==> src/rtl/reg_share_arbiter.sv <==
// Round-robin arbiter that lets NREQ requesters take turns writing one shared register,
// with an optional HOLD-cycle ownership window after every write.
module reg_share_arbiter #(
  parameter int NREQ  = 4,
  parameter int WIDTH = 8,
  parameter int HOLD  = 2,
  localparam int IW   = $clog2(NREQ)
) (
  input  logic                    clk,
  input  logic                    reset,
  input  logic [NREQ-1:0]         req,
  input  logic [NREQ*WIDTH-1:0]   data,
  output logic [NREQ-1:0]         grant,
  output logic [WIDTH-1:0]        q,
  output logic                    q_valid,
  output logic [IW-1:0]           owner,
  output logic                    busy
);

  typedef enum logic {
    ST_IDLE = 1'b0,
    ST_BUSY = 1'b1
  } state_t;

  localparam logic [7:0]    HOLD_M1  = (HOLD > 0) ? 8'(HOLD - 1) : 8'd0;
  localparam logic [IW-1:0] LAST_IDX = IW'(NREQ - 1);

  state_t            state_r;
  logic [7:0]        cnt_r;
  logic [IW-1:0]     ptr_r;
  logic [WIDTH-1:0]  q_r;
  logic              q_valid_r;
  logic [IW-1:0]     owner_r;

  logic              found_s;
  logic [IW-1:0]     pick_s;
  logic [IW-1:0]     ptr_next_s;
  logic [WIDTH-1:0]  slice_s [NREQ];

  for (genvar i = 0; i < NREQ; i++) begin : g_slice
    assign slice_s[i] = data[i*WIDTH +: WIDTH];
  end

  // Cyclic search for the first active request at or after the priority pointer.
  always_comb begin
    found_s = 1'b0;
    pick_s  = '0;
    for (int k = 0; k < NREQ; k++) begin
      if (!found_s && req[(int'(ptr_r) + k) % NREQ]) begin
        found_s = 1'b1;
        pick_s  = IW'((int'(ptr_r) + k) % NREQ);
      end else begin
        found_s = found_s;
      end
    end
  end

  // Pointer moves just past the winner, wrapping for non-power-of-two NREQ.
  always_comb begin
    if (pick_s == LAST_IDX) begin
      ptr_next_s = '0;
    end else begin
      ptr_next_s = pick_s + IW'(1);
    end
  end

  // Grant is only ever issued from IDLE and never while reset is asserted.
  always_comb begin
    grant = '0;
    if (!reset && (state_r == ST_IDLE) && found_s) begin
      grant[pick_s] = 1'b1;
    end else begin
      grant = '0;
    end
  end

  // Ownership FSM: capture on a grant edge, then sit out HOLD cycles.
  always_ff @(posedge clk) begin
    if (reset) begin
      state_r   <= ST_IDLE;
      cnt_r     <= 8'd0;
      ptr_r     <= '0;
      q_r       <= '0;
      q_valid_r <= 1'b0;
      owner_r   <= '0;
    end else begin
      q_valid_r <= 1'b0;
      case (state_r)
        ST_IDLE: begin
          if (found_s) begin
            q_r       <= slice_s[pick_s];
            owner_r   <= pick_s;
            ptr_r     <= ptr_next_s;
            q_valid_r <= 1'b1;
            if (HOLD > 0) begin
              state_r <= ST_BUSY;
              cnt_r   <= HOLD_M1;
            end else begin
              state_r <= ST_IDLE;
              cnt_r   <= 8'd0;
            end
          end else begin
            state_r <= ST_IDLE;
          end
        end
        ST_BUSY: begin
          if (cnt_r == 8'd0) begin
            state_r <= ST_IDLE;
          end else begin
            cnt_r <= cnt_r - 8'd1;
          end
        end
        default: begin
          state_r <= ST_IDLE;
          cnt_r   <= 8'd0;
        end
      endcase
    end
  end

  assign q       = q_r;
  assign q_valid = q_valid_r;
  assign owner   = owner_r;
  assign busy    = (state_r == ST_BUSY);

endmodule
==> config.mk <==
export PLATFORM = sky130hd
export DESIGN_NAME = reg_share_arbiter
export DESIGN_NICKNAME = d
export VERILOG_FILES = /design/src/rtl/reg_share_arbiter.sv
export SDC_FILE = /design/constraint.sdc
export NUM_CORES = 1
export LEC_CHECK = 0
export CORE_ASPECT_RATIO = 2
export CORE_UTILIZATION = 40
export CTS_BUF_LIST = sky130_fd_sc_hd__clkbuf_8
export CTS_CLUSTER_DIAMETER = 200
export DETAILED_ROUTE_END_ITERATION = 8
export PLACE_DENSITY = 0.8
export SYNTH_ARGS = -nofsm -noshare
export SYNTH_HDL_FRONTEND = slang
export SYNTH_SLANG_ARGS = --single-unit
==> constraint.sdc <==
create_clock -name clk -period 2.97 [get_ports clk]
set_input_delay 0.891 -clock clk [delete_from_list [all_inputs] [get_ports clk]]
set_output_delay 0.891 -clock clk [all_outputs]
set_load 0.02 [all_outputs]
After elaboration in Yosys (flattened, before gate mapping)
Cells that the tools add are included.
{ "totals": {"ff_bits": 22, "in_bits": 38, "output_inout_bits": 16, "wordCells": 75} }
{ "classes": {"add_sub_neg": 5, "n_lt_le_gt_ge": 7, "n_eq_ne": 3, "n_mux": 32, "n_bitwise": 5, "n_reduce_logical": 17} }
{ "ops": {"columns": ["op", "count"], "rows": [
  ["$mux 8", 4],
  ["$bmux 8 s2", 1],
  ["$pmux 8 s2", 1],
  ["$mux 1", 14],
  ["$lt 3x4->1 const B", 3],
  ["$mux 2", 5],
  ["$bmux 1 s2", 4],
  ["$logic_not 8->1", 1],
  ["$reduce_or 2->1", 4],
  ["$sub 8x1->8 const B", 1],
  ["$logic_and 1x1->1", 6],
  ["$lt 2x3->1 const B", 2],
  ["$add 2x1->2 const B", 2],
  ["$add 2x2->2 const B", 2],
  ["$logic_not 1->1", 4],
  ["$mux 4", 1],
  ["$ne 2x2->1 const B", 2],
  ["$reduce_and 2->1", 2],
  ["$and 1x1->1 const A", 3],
  ["$ge 3x3->1 const B", 1],
  ["$not 2->3", 1],
  ["$demux 1 s2", 1],
  ["$eq 2x2->1 const B", 1],
  ["$ge 2x1->1 const B", 1],
  ["other kinds (2)", 2]
]} }

Depth between registers and ports, before layout
Gate-level depths: netlist of run 1.
{ "depth": {"depth_word": 19, "depth_mapped": 7} }

Least setup slack after synthesis of run 1
Ideal clock, no wire load.
{ "synth_timing": {"kind": "input to output", "start": "input req[0]", "end": "output grant[0]", "arrival_time_ns": 2.078, "required_time_ns": 2.079, "slack_ns": 0.001, "stages": 7, "cell_sequence": "or4_4 -> nand2b_1 -> buf_2 -> nor2_1 -> nand2b_1 -> buf_2 -> nor2_1"} }
{ "synth_via": {"elab_chain_len": 17} }
{ "synth_lines": {"columns": ["element", "line", "source"], "rows": [
  ["from (decl)", "11", "input logic [NREQ-1:0] req,"],
  ["$bmux 1 s2", "49", "if (!found_s && req[(int'(ptr_r) + k) % NREQ]) begin"],
  ["$mux 1 (not written as such)", "49", null],
  ["$mux 1", "49", null],
  ["$logic_not 1->1", "49", null],
  ["$logic_and 1x1->1", "49", null],
  ["$mux 1", "49", null],
  ["$logic_not 1->1", "49", null],
  ["$logic_and 1x1->1", "49", null],
  ["$mux 1", "49", null],
  ["$logic_not 1->1", "49", null],
  ["$logic_and 1x1->1", "49", null],
  ["$mux 2", "49", null],
  ["$lt 2x3->1 (not written as such) / $ge 2x1->1 (equally long branches)", "71", "grant[pick_s] = 1'b1;"],
  ["$logic_and 1x1->1 (not written as such)", "71", null],
  ["$mux 1 (not written as such)", "71", null],
  ["$demux 1 s2", "71", null],
  ["$mux 4 (*)", "70", "if (!reset && (state_r == ST_IDLE) && found_s) begin"],
  ["to (decl)", "13", "output logic [NREQ-1:0] grant,"]
]} }
Every way passes the cells marked *; elsewhere a longest branch is shown, timed or not. The select of a mux whose other input is x is not followed.

Worst setup path in the final report of run 1
{ "layout_timing": {"start": "input req[2]", "end": "output grant[3]"} }
The elaborated chain is that of the path after synthesis.

==> impl_metrics.env, run 1 <==
export IMPL_area_delta_synth_final_pct=73.3
export IMPL_drv_slew=0
export IMPL_worst_setup_path_start_kind="input port"
export IMPL_grt_pass1_vias=1411
export IMPL_synth_seq_area_share=0.377
export IMPL_tightest_slew_ps=467
export IMPL_max_cap_violations=0
export IMPL_arrival_ps=2020
export IMPL_insertion_delay_ps=270
export IMPL_core_area_um2=2770
export IMPL_drt_initial_drc_count=47
export IMPL_grt_use_total=0.266
export IMPL_postRouteAntennaNets=0
export IMPL_overflow=0
export IMPL_finalCritPeriodShare=0.979
export IMPL_yosysUniqueCellTypes=27
export IMPL_start_util=0.421
export IMPL_die_y_um=78.4
export IMPL_setup_worst_path_end_class="output pin"
export IMPL_fin_setup_tns_ps=0
export IMPL_portBuffers=53
export IMPL_slowest_stage="a211oi_4"
export IMPL_async_flop_share=0
export IMPL_worstPathRequired_ps=2080
export IMPL_sequentialPowerShare=0.295
export IMPL_syn_inst=133
export IMPL_h_tree_depth=1
export IMPL_clkTransAtPathRegs_ps=80
export IMPL_ys_flop_type="dfxtp_1"
export IMPL_drc=0
export IMPL_comb_power_share=0.563
export IMPL_met1_usage=0.242
export IMPL_ir_drop_mv=0.411
export IMPL_setup_viol=0
export IMPL_cts_root_buf="clkbuf_8"
export IMPL_hold_class="reg -> reg"
export IMPL_critical_path_class="in -> out"
export IMPL_syn_nets=173
export IMPL_slowest_delay_ps=310
export IMPL_grt_pass1_wl_um=5840
export IMPL_fmax_mhz=344
export IMPL_fin_nets=255
export IMPL_clk_path_buf_depth=2
export IMPL_switchingPower_uw=587
export IMPL_synth_seq_cells=22
export IMPL_nFillCells=182
export IMPL_cts_hold_buf=0
export IMPL_die_w_um=40.2
export IMPL_drive_gt1_frac=0.257
export IMPL_globalRouteMet2Util=0.510
export IMPL_syn_area_per_cell_um2=8.78
export IMPL_final_cell_count_no_fill=243
export IMPL_cts_buffers=3
export IMPL_postLayoutCellArea_um2=2020
export IMPL_max_slew_margin=0.686
export IMPL_viasPerCell=5.23
export IMPL_crit_chain="buf_6 -> a22o_1 -> a211oi_4 -> ha_2 -> and2_4 -> buf_6"
export IMPL_fin_crit_ps=2910
export IMPL_dpl_instance_area_um2=1810
export IMPL_hpwl_um=2600
export IMPL_antenna_found_initial=0
export IMPL_p_sw_frac=0.379
export IMPL_internal_power_uw=963
export IMPL_pwr_share_clk=0.142
export IMPL_whs_ps=478
export IMPL_use_met3=0.0424
export IMPL_dieArea_um2=3150
export IMPL_utilization=0.730
export IMPL_yosys_warnings=0
export IMPL_gp_congestion=0.773
export IMPL_cts_sinks=22
export IMPL_finalHoldViolCount=0
export IMPL_grt_max_degree=13
export IMPL_synth_edf_count=0
export IMPL_diodes=0
export IMPL_row_count=27
export IMPL_dp_cells=223
export IMPL_p_leak_uw=0.000853
export IMPL_wirelength_um=3630
export IMPL_skew_ps=3.41
export IMPL_vias=1270
export IMPL_crit_path_frequent_cell="buf_6"
export IMPL_outcome="finished, final reports clean"
export IMPL_io_pins=54
export IMPL_powerDensity_nw_per_um2=766
export IMPL_busiest_layer="met2"
export IMPL_cp_max_fo=4
export IMPL_tritoncts="done"
export IMPL_synth_area_um2=1170
export IMPL_drt_first_pass_iters=4
export IMPL_routedWlPerCell_um=14.9
layout by cell type (no fill, tap or decap), types with 2 or more instances in the layout:
cell type and count:
a21oi_1 7, buf_4 30, buf_6 6, clkbuf_8 4, clkdlybuf4s50_1 44, dfxtp_1 22
inv_1 6, mux2i_1 16, nand2_1 16, nand2b_1 4, nand2b_4 2, nor2_1 17
nor3_1 2, o221ai_1 8, or3_1 2, or4_4 2, xnor2_1 6
metal layers:
| layer | up-vias | routed length (µm) | share of wire |
|---|---|---|---|
| li1 | 624 | - | - |
| met1 | 585 | 1240 | 0.34 |
| met2 | 54 | 2110 | 0.58 |
| met3 | 7 | 191 | 0.053 |
| met4 | 0 | 95 | 0.026 |
| met5 | - | 0 | 0 |
Yosys cell counts, types with 2 or more instances:
cell type  count  area, µm²
nor3_1         2       10.0
o221ai_1       8       70.1
dfxtp_1       22        440
or4_4          2       22.5
mux2i_1       16        160
xnor2_1        6       52.6
buf_2          4       20.0
or3_1          2       12.5
nand2b_1       6       37.5
ha_1           2       25.0
nand2_1       16       60.1
a21oi_1        8       40.0
inv_1          7       26.3
nor2_1        19       71.3
cells by family (layout without fill, tap and decap cells):
family                     Yosys count  in the layout  synth area share
AOI/OAI and AO/OA                   23             23             0.159
buffers and inverters               12             93            0.0461
DFF                                 22             22             0.377
muxes                               16             16             0.137
xor gates and xnor gates             6              6            0.0450
and+or+nand+nor                     52             52             0.214
adders and majority gates            2              2            0.0214
area by class of cell:
type                       instances  area [µm²]  share of cell area
sequential                        22         440               0.218
inverter                           7        26.3              0.0130
tap                               29        36.3              0.0179
clock buffer                       4        55.1              0.0272
timing repair buffer              82         751               0.371
multi-input combinational         99         714               0.353
timing repair:
item | 4_1_cts | 5_1_grt
buffers inserted | 14 | 2
endpoints found under the setup margin | 4 | 8
pin swaps | 8 | 5
cloned | 0 | 0
resized for setup | 44 | 11
worst max-delay path, delay by kind of cell:
family	cells	cell delay [ps]
AO/OA/AOI/OAI	2	540
adder cells (fa/ha/maj)	1	230
buffers and inverters	2	210
AND/OR/NAND/NOR	1	150
power by group through the flow:
stage / sequential, µW / combinational (µW) / clock (µW)
finish: 457 / 873 / 220
global placement: 452 / 746 / 0
CTS: 456 / 850 / 224
detailed placement: 457 / 777 / 0
floorplan: 490 / 469 / 0
global route: 468 / 949 / 232
metrics by stage:
step | power (µW) | setup WS, ps
floorplan | 959 | 1.04
global placement | 1200 | -770
detailed placement | 1230 | -816
CTS | 1530 | 3.75
global route | 1650 | -6.58
finish | 1550 | 61.1
registers in the layout, summed over array words and instances (netlist names):
name	count
busy	1
cnt_r	8
owner	2
ptr_r	2
q	8
q_valid	1
worst paths after layout:
check	start	end	slack [ps]	cells past startpoint
setup / recovery	req[2]	grant[3]	60	6
setup reg to reg	ptr_r[1]	q[5]	410	16
hold / removal	owner[0]	owner[0]	480	2
hold reg to reg	owner[0]	owner[0]	480	2
(Power assumes the default switching activity.)
==> inputs of run 2 (changes only) <==
Settings changed: PLACE_DENSITY 0.8 to 0.87, REMOVE_ABC_BUFFERS set to 1.
==> run 2 against run 1 <==
  * The run now ends with negative setup slack left
  * Wire length up 4.2%
  * Worst hold slack worse by 11 ps
  * Critical path depth up 2
  * First-iteration DRC count down 49%
  * Design area up 1.1%
  * Register-to-register slack better by 470 ps
  * Clock-buffer cell count down 1
  * Die area unchanged
  * Non-clock buffer count down 6
  * Flip-flop and latch count unchanged
  * Sequential share of layout area down 0.23 points
  * Clock power up 32%
  * Critical path type unchanged
  * Critical endpoint is now grant[1]
  * Highest routed layer unchanged
==> impl_metrics.env, run 2 (synthesis results as in run 1) <==
export IMPL_grt_pass1_wl_um=6060
export IMPL_start_util=0.421
export IMPL_grt_max_degree=14
export IMPL_cts_hold_buf=0
export IMPL_max_cap_violations=0
export IMPL_wirelength_um=3780
export IMPL_portBuffers=53
export IMPL_fmax_mhz=337
export IMPL_diodes=0
export IMPL_final_cell_count_no_fill=237
export IMPL_clkTransAtPathRegs_ps=80
export IMPL_hpwl_um=2740
export IMPL_postRouteAntennaNets=0
export IMPL_fin_crit_ps=2970
export IMPL_whs_ps=467
export IMPL_rsz0062_at_grt="yes"
export IMPL_drt_first_pass_iters=4
export IMPL_violations="negative setup slack"
export IMPL_finalCritPeriodShare=1.00
export IMPL_area_delta_synth_final_pct=75.1
export IMPL_clk_path_buf_depth=2
export IMPL_critical_path_class="in -> out"
export IMPL_layout_common_cells="clkdlybuf4s50_1, dfxtp_1, buf_4"
export IMPL_rr_worst_depth=9
export IMPL_r2r_end="q[3]"
export IMPL_grt_pass1_vias=1437
export IMPL_antenna_found_initial=0
export IMPL_r2r_slack_ps=880
export IMPL_overflow=0
export IMPL_grt_use_total=0.273
export IMPL_fin_nets=249
export IMPL_arrival_ps=2080
export IMPL_drt_initial_drc_count=24
export IMPL_setup_viol=1
export IMPL_tritoncts="done"
export IMPL_drv_slew=0
export IMPL_drive_gt1_frac=0.264
export IMPL_skew_ps=11.4
export IMPL_hold_class="reg -> reg"
export IMPL_worst_setup_path_start_kind="input port"
export IMPL_row_count=27
export IMPL_tightest_slew_ps=515
export IMPL_cp_max_fo=3
export IMPL_p_leak_uw=0.000843
export IMPL_die_y_um=78.4
export IMPL_outcome="complete, but fails checks"
export IMPL_die_w_um=40.2
export IMPL_startpoint="req[2]"
export IMPL_worstPathRequired_ps=2080
export IMPL_crit_end="grant[1]"
export IMPL_final_common_cell="clkdlybuf4s50_1"
export IMPL_dieArea_um2=3150
export IMPL_max_slew_margin=0.654
export IMPL_cts_buffers=3
export IMPL_setup_worst_path_end_class="output pin"
export IMPL_reg2reg_from="ptr_r[0]"
export IMPL_finalHoldViolCount=0
export IMPL_ir_drop_mv=0.434
export IMPL_worst_slack_ps=-1.54
export IMPL_cts_sinks=22
export IMPL_powerDensity_nw_per_um2=809
export IMPL_vias=1292
export IMPL_core_area_um2=2770
export IMPL_h_tree_depth=1
export IMPL_drc=0
export IMPL_viasPerCell=5.45
export IMPL_routedWlPerCell_um=15.9
export IMPL_insertion_delay_ps=280
export IMPL_gp_congestion=0.775
export IMPL_io_pins=54
export IMPL_cts_root_buf="clkbuf_8"
export IMPL_dp_cells=226
-- run 2: cell types whose count changed in the layout (fill, tap and decap cells not counted), sizes merged --
cell           delta
clkbuf            -1
buf               -6
dlymetal6s2s      -1
clkdlybuf4s50     +1
bufinv            +1
-- run 2: worst max-delay path, stage by stage --
cell and delay [ps]:
buf_6 100, a22o_4 250, a211oi_4 310, buf_6 150
buf_4 100, inv_2 40, nor2_4 110, buf_6 120
-- run 2: layer usage --
metal	vias to the layer above	share of wire	GRT usage
li1	617	-	-
met3	11	0.062	0.0480
met2	70	0.57	0.513
met4	0	0.034	0.127
met5	-	0	0
met1	594	0.33	0.250
-- run 2: area by class of cell --
class,count,area [µm²]
tap,29,36.3
timing repair buffer,76,718
clock inverter,1,30.0
fill,193,726
multi-input combinational,99,752
inverter,7,26.3
sequential,22,440
clock buffer,3,41.3
-- run 2: how the worst min path moves through the flow --
stage,start,slack (ps),depth (start not counted),end
final,q[7],470,2,q[7]
after global routing,q[7],480,2,q[7]
after CTS,q[7],470,2,q[7]
after detailed placement,q[7],450,2,q[7]
after global placement,q[7],450,2,q[7]
after floorplan,ptr_r[0],430,2,ptr_r[0]
-- run 2: repair_timing --
action                                  4_1_cts  5_1_grt
resized for setup                            53       10
setup buffers                                 5        2
pin swaps                                     8        7
endpoints found under the setup margin        4        4
-- run 2: per-stage QoR --
stage                     utilization  TNS (ps)  setup WS, ps  area, µm²  power, µW
after floorplan                     -     -2670          -806       1140        949
after global placement          0.662     -3000          -815       1830       1210
final                           0.738     -1.54         -1.54       2040       1650
after CTS                       0.718     -9.14         -8.57       1990       1600
after global routing            0.738      -139         -36.3       2040       1730
after detailed placement        0.662     -3320          -930       1830       1250
-- run 2: power by group --
group	switching [µW]	total, µW	leakage (µW)	internal, µW
Clock	111	291	0.0000357	180
Sequential	83.3	465	0.000181	382
Combinational	437	897	0.000626	460
Total	631	1650	0.000843	1020
